## src/rtl/pipeline_hazard_ctrl.sv

```systemverilog
// pipeline_hazard_ctrl
//   Central stall/flush sequencer for a 5-stage pipeline. Every cycle it decides
//   the enable/flush pair of each pipeline latch and the PC enable. The inputs it
//   considers are fetch and data-memory handshakes, load-use hazards,
//   EX-resolved redirects and halt. It also counts stall cycles.
//
// Parameters
//   LOAD_BUBBLES  bubbles inserted per load-use hazard (1..3)
//   CNT_W         width of the stall-cycle counter
//
// Ports
//   CLK, nRST                  clock (rising edge), synchronous active-low reset
//   ihit                       instruction fetch completes this cycle
//   dmem_req, dhit             MEM-stage data access pending / completing
//   id_rs, id_rt, id_rt_used   source registers of the instruction in ID
//   ex_dREN, ex_wsel           load flag and destination of the instruction in EX
//   ex_redirect                taken branch/jump resolved in EX
//   mem_halt                   halt instruction in MEM
//   pc_en, *_en, *_flush       PC enable and latch controls (flush beats en in the latch)
//   halted                     sticky halt indication
//   stall_cycles               saturating count of non-halted cycles with pc_en=0
module pipeline_hazard_ctrl #(
   parameter int LOAD_BUBBLES = 1,
   parameter int CNT_W        = 32
) (
   input  logic             CLK,
   input  logic             nRST,
   input  logic             ihit,
   input  logic             dmem_req,
   input  logic             dhit,
   input  logic [4:0]       id_rs,
   input  logic [4:0]       id_rt,
   input  logic             id_rt_used,
   input  logic             ex_dREN,
   input  logic [4:0]       ex_wsel,
   input  logic             ex_redirect,
   input  logic             mem_halt,
   output logic             pc_en,
   output logic             ifid_en,
   output logic             idex_en,
   output logic             exmem_en,
   output logic             memwb_en,
   output logic             ifid_flush,
   output logic             idex_flush,
   output logic             exmem_flush,
   output logic             halted,
   output logic [CNT_W-1:0] stall_cycles
);

   typedef enum logic [1:0] {RUN, BUBBLE, DWAIT, HALTED} state_t;

   // Bubbles still owed after the hazard cycle itself.
   localparam logic [1:0] BUB_LOAD  = 2'(LOAD_BUBBLES - 1);
   localparam bit         MULTI_BUB = (LOAD_BUBBLES > 1);

   state_t           state_reg, state_next;
   logic [1:0]       bub_cnt_reg, bub_cnt_next;
   logic [CNT_W-1:0] stall_cnt_reg;

   logic dstall;
   logic lu;

   assign dstall = dmem_req & ~dhit;
   // $0 is hardwired to zero, so a load targeting it never creates a hazard.
   assign lu = ex_dREN & (ex_wsel != 5'd0) &
               ((ex_wsel == id_rs) | (id_rt_used & (ex_wsel == id_rt)));

   always_comb begin
      pc_en        = 1'b1;
      ifid_en      = 1'b1;
      idex_en      = 1'b1;
      exmem_en     = 1'b1;
      memwb_en     = 1'b1;
      ifid_flush   = 1'b0;
      idex_flush   = 1'b0;
      exmem_flush  = 1'b0;
      halted       = 1'b0;
      state_next   = state_reg;
      bub_cnt_next = bub_cnt_reg;

      case (state_reg)
         // DWAIT shares the RUN decision list: while the access is still
         // pending the dstall branch keeps everything frozen. On the dhit cycle
         // the list falls through to whatever is next, so there is no extra latency.
         RUN, DWAIT: begin
            state_next = RUN;
            if (mem_halt) begin
               pc_en      = 1'b0;
               ifid_en    = 1'b0;
               idex_en    = 1'b0;
               exmem_en   = 1'b0;
               state_next = HALTED;
            end else if (dstall) begin
               pc_en      = 1'b0;
               ifid_en    = 1'b0;
               idex_en    = 1'b0;
               exmem_en   = 1'b0;
               memwb_en   = 1'b0;
               state_next = DWAIT;
            end else if (ex_redirect) begin
               // Redirect beats a load-use hazard: the dependent ID
               // instruction is on the wrong path and is flushed anyway.
               ifid_flush = 1'b1;
               idex_flush = 1'b1;
            end else if (lu) begin
               pc_en      = 1'b0;
               ifid_en    = 1'b0;
               idex_flush = 1'b1;
               if (MULTI_BUB) begin
                  bub_cnt_next = BUB_LOAD;
                  state_next   = BUBBLE;
               end
            end else if (!ihit) begin
               pc_en      = 1'b0;
               ifid_flush = 1'b1;
            end
         end

         // EX holds a bubble here, so ex_redirect is deliberately ignored.
         BUBBLE: begin
            if (mem_halt) begin
               pc_en      = 1'b0;
               ifid_en    = 1'b0;
               idex_en    = 1'b0;
               exmem_en   = 1'b0;
               state_next = HALTED;
            end else if (dstall) begin
               pc_en    = 1'b0;
               ifid_en  = 1'b0;
               idex_en  = 1'b0;
               exmem_en = 1'b0;
               memwb_en = 1'b0;
            end else begin
               pc_en        = 1'b0;
               ifid_en      = 1'b0;
               idex_flush   = 1'b1;
               bub_cnt_next = bub_cnt_reg - 2'd1;
               if (bub_cnt_reg == 2'd1) begin
                  state_next = RUN;
               end
            end
         end

         HALTED: begin
            pc_en    = 1'b0;
            ifid_en  = 1'b0;
            idex_en  = 1'b0;
            exmem_en = 1'b0;
            memwb_en = 1'b0;
            halted   = 1'b1;
         end

         default: begin
            state_next = RUN;
         end
      endcase

      // Reset forces the whole pipe into a flushed, frozen condition.
      if (!nRST) begin
         pc_en       = 1'b0;
         ifid_en     = 1'b0;
         idex_en     = 1'b0;
         exmem_en    = 1'b0;
         memwb_en    = 1'b0;
         ifid_flush  = 1'b1;
         idex_flush  = 1'b1;
         exmem_flush = 1'b1;
         halted      = 1'b0;
      end
   end

   always_ff @(posedge CLK) begin
      if (!nRST) begin
         state_reg     <= RUN;
         bub_cnt_reg   <= 2'd0;
         stall_cnt_reg <= '0;
      end else begin
         state_reg   <= state_next;
         bub_cnt_reg <= bub_cnt_next;
         // The halt-entry cycle still counts because the state is not yet HALTED.
         if (!pc_en && (state_reg != HALTED) && (stall_cnt_reg != '1)) begin
            stall_cnt_reg <= stall_cnt_reg + 1'b1;
         end
      end
   end

   assign stall_cycles = stall_cnt_reg;

endmodule

```

## config.mk

```make
export PLATFORM = sky130hd
export DESIGN_NAME = pipeline_hazard_ctrl
export DESIGN_NICKNAME = d
export VERILOG_FILES = /design/src/rtl/pipeline_hazard_ctrl.sv
export SDC_FILE = /design/constraint.sdc
export NUM_CORES = 1
export LEC_CHECK = 0
export BUFFER_PORTS_ARGS = -buffer_cell sky130_fd_sc_hd__buf_2
export CELL_PAD_IN_SITES_DETAIL_PLACEMENT = 0
export CELL_PAD_IN_SITES_GLOBAL_PLACEMENT = 1
export CORE_ASPECT_RATIO = 0.7
export CORE_MARGIN = 2
export CORE_UTILIZATION = 34
export CTS_CLUSTER_DIAMETER = 150
export CTS_CLUSTER_SIZE = 20
export DETAILED_ROUTE_END_ITERATION = 8
export HOLD_SLACK_MARGIN = 0.1
export MAX_ROUTING_LAYER = met4
export PLACE_DENSITY_LB_ADDON = 0.1
export REMOVE_ABC_BUFFERS = 1
export SKIP_LAST_GASP = 1
export SLEW_MARGIN = 15
export SYNTH_ARGS = -nofsm -noshare
export SYNTH_HDL_FRONTEND = slang
export SYNTH_SLANG_ARGS = --single-unit
```

## constraint.sdc

```tcl
create_clock -name CLK -period 1.6 [get_ports CLK]
set_input_delay 0.24 -clock CLK [delete_from_list [all_inputs] [get_ports CLK]]
set_output_delay 0.24 -clock CLK [all_outputs]
set_load 0.01 [all_outputs]
```

==> results of run 1 <==
## through the flow
step	worst slack (ns)	hold WS [ns]	total power [W]	instances	setup TNS, ns
2_1_floorplan	-0.452	0.357	0.00108	245	-13.62
3_3_place_gp	-0.325	0.463	0.00124	452	-9.14
3_5_place_dp	-0.336	0.469	0.00124	452	-10.06
4_1_cts	-0.291	0.285	0.00199	471	-5.39
5_1_grt	-0.375	0.303	0.00212	478	-9.64
6_report	-0.273	0.286	0.00202	478	-6.29
## routing by layer
layer,up-vias,share of wire,track usage,wire length [um]
met4,0,0.0067,0.0457,49
met5,-,0,-,0
met3,5,0.038,0.0341,275
li1,1264,-,-,-
met2,56,0.43,0.301,3120
met1,1196,0.53,0.296,3820
## report_power, final
group	total [W]	internal [W]	switching [W]	leakage, nW
sequential	0.000918	0.000910	0.00000818	0.297
combinational	0.000421	0.000212	0.000209	1.22
clock	0.000679	0.000344	0.000335	0.0510
total	0.00202	0.00147	0.000553	1.57
## worst min-delay path: cells and delay by family
kind	cells	cell delay, ns
buffers and inverters	2	0.19
AND/OR/NAND/NOR	2	0.11
## cell type report
type,count,area share
clock inverters,2,0.00270
clock buffers,6,0.0223
flip-flops and latches,36,0.198
well taps,78,0.0263
inverters,4,0.00405
multi-input cells,205,0.450
repair buffers,147,0.297
## placed cells by master, fill, tap and decap left out, types with 3 or more instances in the layout
master,count
buf_4,66
buf_2,62
dfxtp_1,25
a21oi_1,22
nand2_1,16
nand4_1,14
nand2b_1,11
or3_1,11
dfxtp_2,11
nor2_1,10
buf_6,10
xnor2_1,9
o31ai_1,9
nand3_1,7
o21ai_1,7
mux2i_1,7
or4_1,6
clkbuf_8,6
buf_12,5
and2_4,4
nor3_1,4
nor3_2,4
and3_4,4
o21ai_0,4
o21a_1,4
inv_1,3
nand3b_1,3
o21ai_2,3
and3_1,3
nor4_4,3
o311ai_4,3
## worst min path at each step
stage | to | slack, ns | start | depth (start not counted)
3_3_place_gp | stall_cycles[15]$_SDFFE_PN0P_ | 0.46 | stall_cycles[15]$_SDFFE_PN0P_ | 2
3_5_place_dp | stall_cycles[15]$_SDFFE_PN0P_ | 0.47 | stall_cycles[15]$_SDFFE_PN0P_ | 2
2_1_floorplan | state_reg[0]$_SDFFE_PN0P_ | 0.36 | mem_halt | 2
6_report | state_reg[1]$_SDFFE_PN0P_ | 0.29 | mem_halt | 4
4_1_cts | state_reg[1]$_SDFFE_PN0P_ | 0.29 | mem_halt | 4
5_1_grt | state_reg[0]$_SDFFE_PN0P_ | 0.30 | mem_halt | 4
## cell families (layout without fill, tap and decap cells)
logic type	count (synthesis)	after routing	synth area share
and+or+nand+nor	126	126	0.342
AOI/OAI and AO/OA	59	59	0.176
DFF	36	36	0.325
buffers and inverters	23	159	0.0700
xor gates and xnor gates	11	11	0.0435
muxes	7	7	0.0316
adders and majority gates	2	2	0.0113
## repair_timing
action	4_1_cts	5_1_grt
pin swaps	42	23
buffers inserted	7	7
cloned	4	1
gates resized for setup	67	36
endpoints found under the setup margin	36	37
==> flow_summary.ini, run 1 <==
[sta]
relSlewSlack = 0.755
rsz0062_at_grt = yes
tightestPinTransition_ns = 0.365
finalCriticalPeriod_ns = 1.87
setup_viol = 36
hold_viol_final = 0
fmax_ghz = 0.534
finalClockSkew_ns = 0.00604
layout_worst_path_cycle_share = 1.17
fin_ws_ns = -0.273
drv_slew = 0

[clock_network]
cts_buffers = 5
clkTransAtPathRegs_ns = 0.08
cts_hold_buffers = 0
clock_sinks = 36
cts_max_path_buffers = 2
cts_htree_levels = 2
cts-root-buf = clkbuf_8
worstSkewPairLatency_ns = 0.29
tritoncts = built

[setup_path]
timing.rr.start = stall_cycles[18]$_SDFFE_PN0P_
crit_start = ex_wsel[4]
path_class = primary input to register
timing.critical_path.to = stall_cycles[24]$_SDFFE_PN0P_
cp.depth = 10
crit_path_cell_trace = buf_8 -> buf_4 -> xnor2_2 -> nand3_2 -> o22ai_4 -> buf_6 -> a2bb2oi_4 -> buf_12 -> or4_1 -> a21oi_1
worst_ep_arrival_time_ns = 2.09
critical_path_required_ns = 1.81
critPathCaptureType = register
critPathTopFamily = simple AND/OR/NAND/NOR gates
ff2ff_path_depth = 7
r2r_slack_ns = -0.24
crit_buf_inv = 4
worst_path_largest_cell_delay_ns = 0.50
start_kind = primary input
cp_max_fo = 17
reg2reg_to = stall_cycles[24]$_SDFFE_PN0P_
crit_slowest_cell = or4_1

[yosys]
synth.largest_area_cell = dfxtp_1
yosysWarnings = 0
synth_top_cell_area_share = 0.325
syn_area_sq_um = 2210
synth_area_per_cell_sq_um = 8.39
yosysSeqAreaShare = 0.325
async_reset_ff_frac = 0
ys_types = 43
ys_top_cells_by_count = 36 x dfxtp_1, 22 x a21oi_1, 19 x nand2_1
syn-instance-count = 264
ys_ff_latch = 36
synth_most_common_cell = dfxtp_1
synth_edf_count = 0
ys.flop_type = dfxtp_1
synthTopCellsByArea = dfxtp_1 33%, a21oi_1 5.0%, xnor2_1 4.4%

[floorplanning]
dieArea_sq_um = 7190
die_h_um = 71.5
floorplan.initialDensity = 0.353
fp.dieW_um = 100
core_sq_um = 6280
num_rows = 24
io_pins = 65

[worst_hold_path]
hold_class = primary input to register

[grt]
grt_pass1_wl_um = 11300
antenna_found_initial = 0
grt_max_degree = 27
grt_overflow = 0
grt_pass1_vias = 2296
gr-usage-all-layers = 0.205

[power_and_ir_drop]
ir_drop_mv = 0.302
p_per_area_nw_per_um2 = 544
p_leak_nw = 1.57

[placement]
dpl_cell_area_sq_um = 3010
port_buffers = 64
place.gp.congestion = 0.740
dp_hpwl_um = 4600

[finish]
num-fill-cells = 596
antennaDiodeCount = 0
finish.utilization = 0.591
nNetsFinal = 425
design_area_sq_um = 3710
largest_reg_flops = 32
seqCellArea_sq_um = 734
area_delta_synth_final_pct = 67.6
multiInputGateArea_sq_um = 1670
layout-drive-gt1-share = 0.545

[routing]
drtIter0Drc = 90
vias_per_cell = 5.27
vias = 2521
detail-route-antenna-nets = 0
drt_first_pass_iters = 4
wl_per_cell_um = 15.2
drc = 0
wirelength_um = 7260

[run_status]
outcome = finished with violations
violations = negative setup slack

[flow_run]
cap_violations = 0
No activity file was read; power rests on OpenSTA's default activity.
==> inputs of run 2 (changes only) <==
- CAP_MARGIN: default -> 30
- RECOVER_POWER: default -> 100
==> run 2 against run 1 <==
Against the previous run: the run still ends with negative setup slack left; register-to-register slack lost 0.04 ns; hold slack about the same; die area unchanged; sequential power hardly changed; highest routed layer unchanged; worst setup slack got worse by 0.0056 ns; largest cell class unchanged; first-iteration DRC count is 16% higher; maximum frequency fell by 0.30%; critical endpoint unchanged; count of clock-buffer cells in the layout unchanged; wire length is 0.59% lower; global-route usage stayed put; via count is 0.24% higher; sequential share of layout area grew 0.27 points.
==> flow_summary.ini, run 2 (synthesized netlist as in run 1, its figures left out) <==
[sta]
relSlewSlack = 0.755
hold_viol_final = 0
finalClockSkew_ns = 0.00620
finalCriticalPeriod_ns = 1.88
setup_viol = 36
drv_slew = 0
layout_worst_path_cycle_share = 1.17
rsz0062_at_grt = yes
fin_ws_ns = -0.279
tightestPinTransition_ns = 0.365
fmax_ghz = 0.532

[grt]
grt_max_degree = 27
grt_overflow = 0
grt_pass1_wl_um = 11300
grt_pass1_vias = 2296
antenna_found_initial = 0
gr-usage-all-layers = 0.205

[setup_path]
critPathCaptureType = register
reg2reg_to = stall_cycles[24]$_SDFFE_PN0P_
ff2ff_path_depth = 6
timing.rr.start = state_reg[1]$_SDFFE_PN0P_
worst_ep_arrival_time_ns = 2.09
cp_max_fo = 17
crit_path_cell_trace = and2_0 -> nor3_2 -> a2bb2oi_4 -> buf_12 -> or4_1 -> a21oi_1
critPathTopFamily = simple AND/OR/NAND/NOR gates
crit_slowest_cell = or4_1
worst_path_largest_cell_delay_ns = 0.50
r2r_slack_ns = -0.28
crit_buf_inv = 1
critical_path_required_ns = 1.82
path_class = register to register
start_kind = register

[finish]
final_cell_mix = 53 x buf_2, 52 x buf_4, 28 x dfxtp_1
design_area_sq_um = 3640
layout_commonest_cell = buf_2
nNetsFinal = 425
largest_reg_flops = 32
antennaDiodeCount = 0
layout-drive-gt1-share = 0.480
finish.utilization = 0.580
area_delta_synth_final_pct = 64.5

[clock_network]
clock_sinks = 36
cts_htree_levels = 2
clkTransAtPathRegs_ns = 0.08
cts-root-buf = clkbuf_8
cts_buffers = 5
tritoncts = built
cts_max_path_buffers = 2
worstSkewPairLatency_ns = 0.29

[placement]
port_buffers = 64
dp_hpwl_um = 4600
dpl_cell_area_sq_um = 3010
place.gp.congestion = 0.740

[worst_hold_path]
hold-path-endpoint = state_reg[1]$_SDFFE_PN0P_
whs_path_depth = 4
min_from = mem_halt
hold_class = primary input to register

[power_and_ir_drop]
ir_drop_mv = 0.301
p_per_area_nw_per_um2 = 552
finalPower_w = 0.00201
p_leak_nw = 1.47

[floorplanning]
core_sq_um = 6280
floorplan.initialDensity = 0.353
num_rows = 24
dieArea_sq_um = 7190
fp.dieW_um = 100
io_pins = 65
die_h_um = 71.5

[routing]
wl_per_cell_um = 15.1
vias_per_cell = 5.29
drtIter0Drc = 104
detail-route-antenna-nets = 0
drt_first_pass_iters = 4
drc = 0
vias = 2527
wirelength_um = 7220

[run_status]
violations = negative setup slack
outcome = finished with violations

[flow_run]
cap_violations = 0
-- run 2: worst reg2reg max path: cells and delay by family, from the launching register on --
kind            cells  cell delay, ns
simple gates        3            0.98
flops               1            0.32
compound gates      2            0.32
buf+inv             1            0.19
-- run 2: power by group --
group	switching [W]	total (W)	internal [W]
sequential	0.00000785	0.000918	0.000910
clock	0.000336	0.000680	0.000344
combinational	0.000209	0.000413	0.000204
-- run 2: timing repair --
action,4_1_cts,5_1_grt
pin swaps,42,23
hold buffers,0,0
setup endpoints to repair,36,37
resized for setup,67,36
gates cloned,4,1
buffers inserted,7,7
-- run 2: area by class of cell --
cell class                 instances  area [sq um]
multi-input combinational        205          1670
inverter                           4          15.0
clock buffer                       6          82.6
clock inverter                     2          10.0
sequential                        36           731
timing repair buffer             147          1040
tap                               78          97.6
fill                             608          2630
-- run 2: routing by layer --
metal	vias to the layer above	wire, um	global-route usage
li1	1272	-	-
met3	5	379	0.0341
met1	1190	3700	0.296
met2	60	3090	0.301
met4	0	49	0.0457
met5	-	0	-
-- run 2: stage by stage --
stage / cells / setup TNS, ns / setup slack (ns) / hold slack [ns]
finish: 478 / -6.53 / -0.279 / 0.286
CTS: 471 / -5.39 / -0.291 / 0.285
global route: 478 / -10.33 / -0.375 / 0.303
floorplan: 245 / -13.62 / -0.452 / 0.357
detailed placement: 452 / -10.06 / -0.336 / 0.469
global placement: 452 / -9.14 / -0.325 / 0.463
-- run 2: worst max path at each step --
stage | startpoint | cells after the start | slack, ns | to
2_1_floorplan | ex_wsel[1] | 6 | -0.45 | stall_cycles[28]$_SDFFE_PN0P_
3_3_place_gp | ex_wsel[1] | 7 | -0.33 | idex_flush
3_5_place_dp | ex_wsel[1] | 7 | -0.34 | pc_en
4_1_cts | ex_wsel[4] | 7 | -0.29 | pc_en
5_1_grt | stall_cycles[18]$_SDFFE_PN0P_ | 7 | -0.37 | stall_cycles[24]$_SDFFE_PN0P_
6_report | state_reg[1]$_SDFFE_PN0P_ | 6 | -0.28 | stall_cycles[24]$_SDFFE_PN0P_
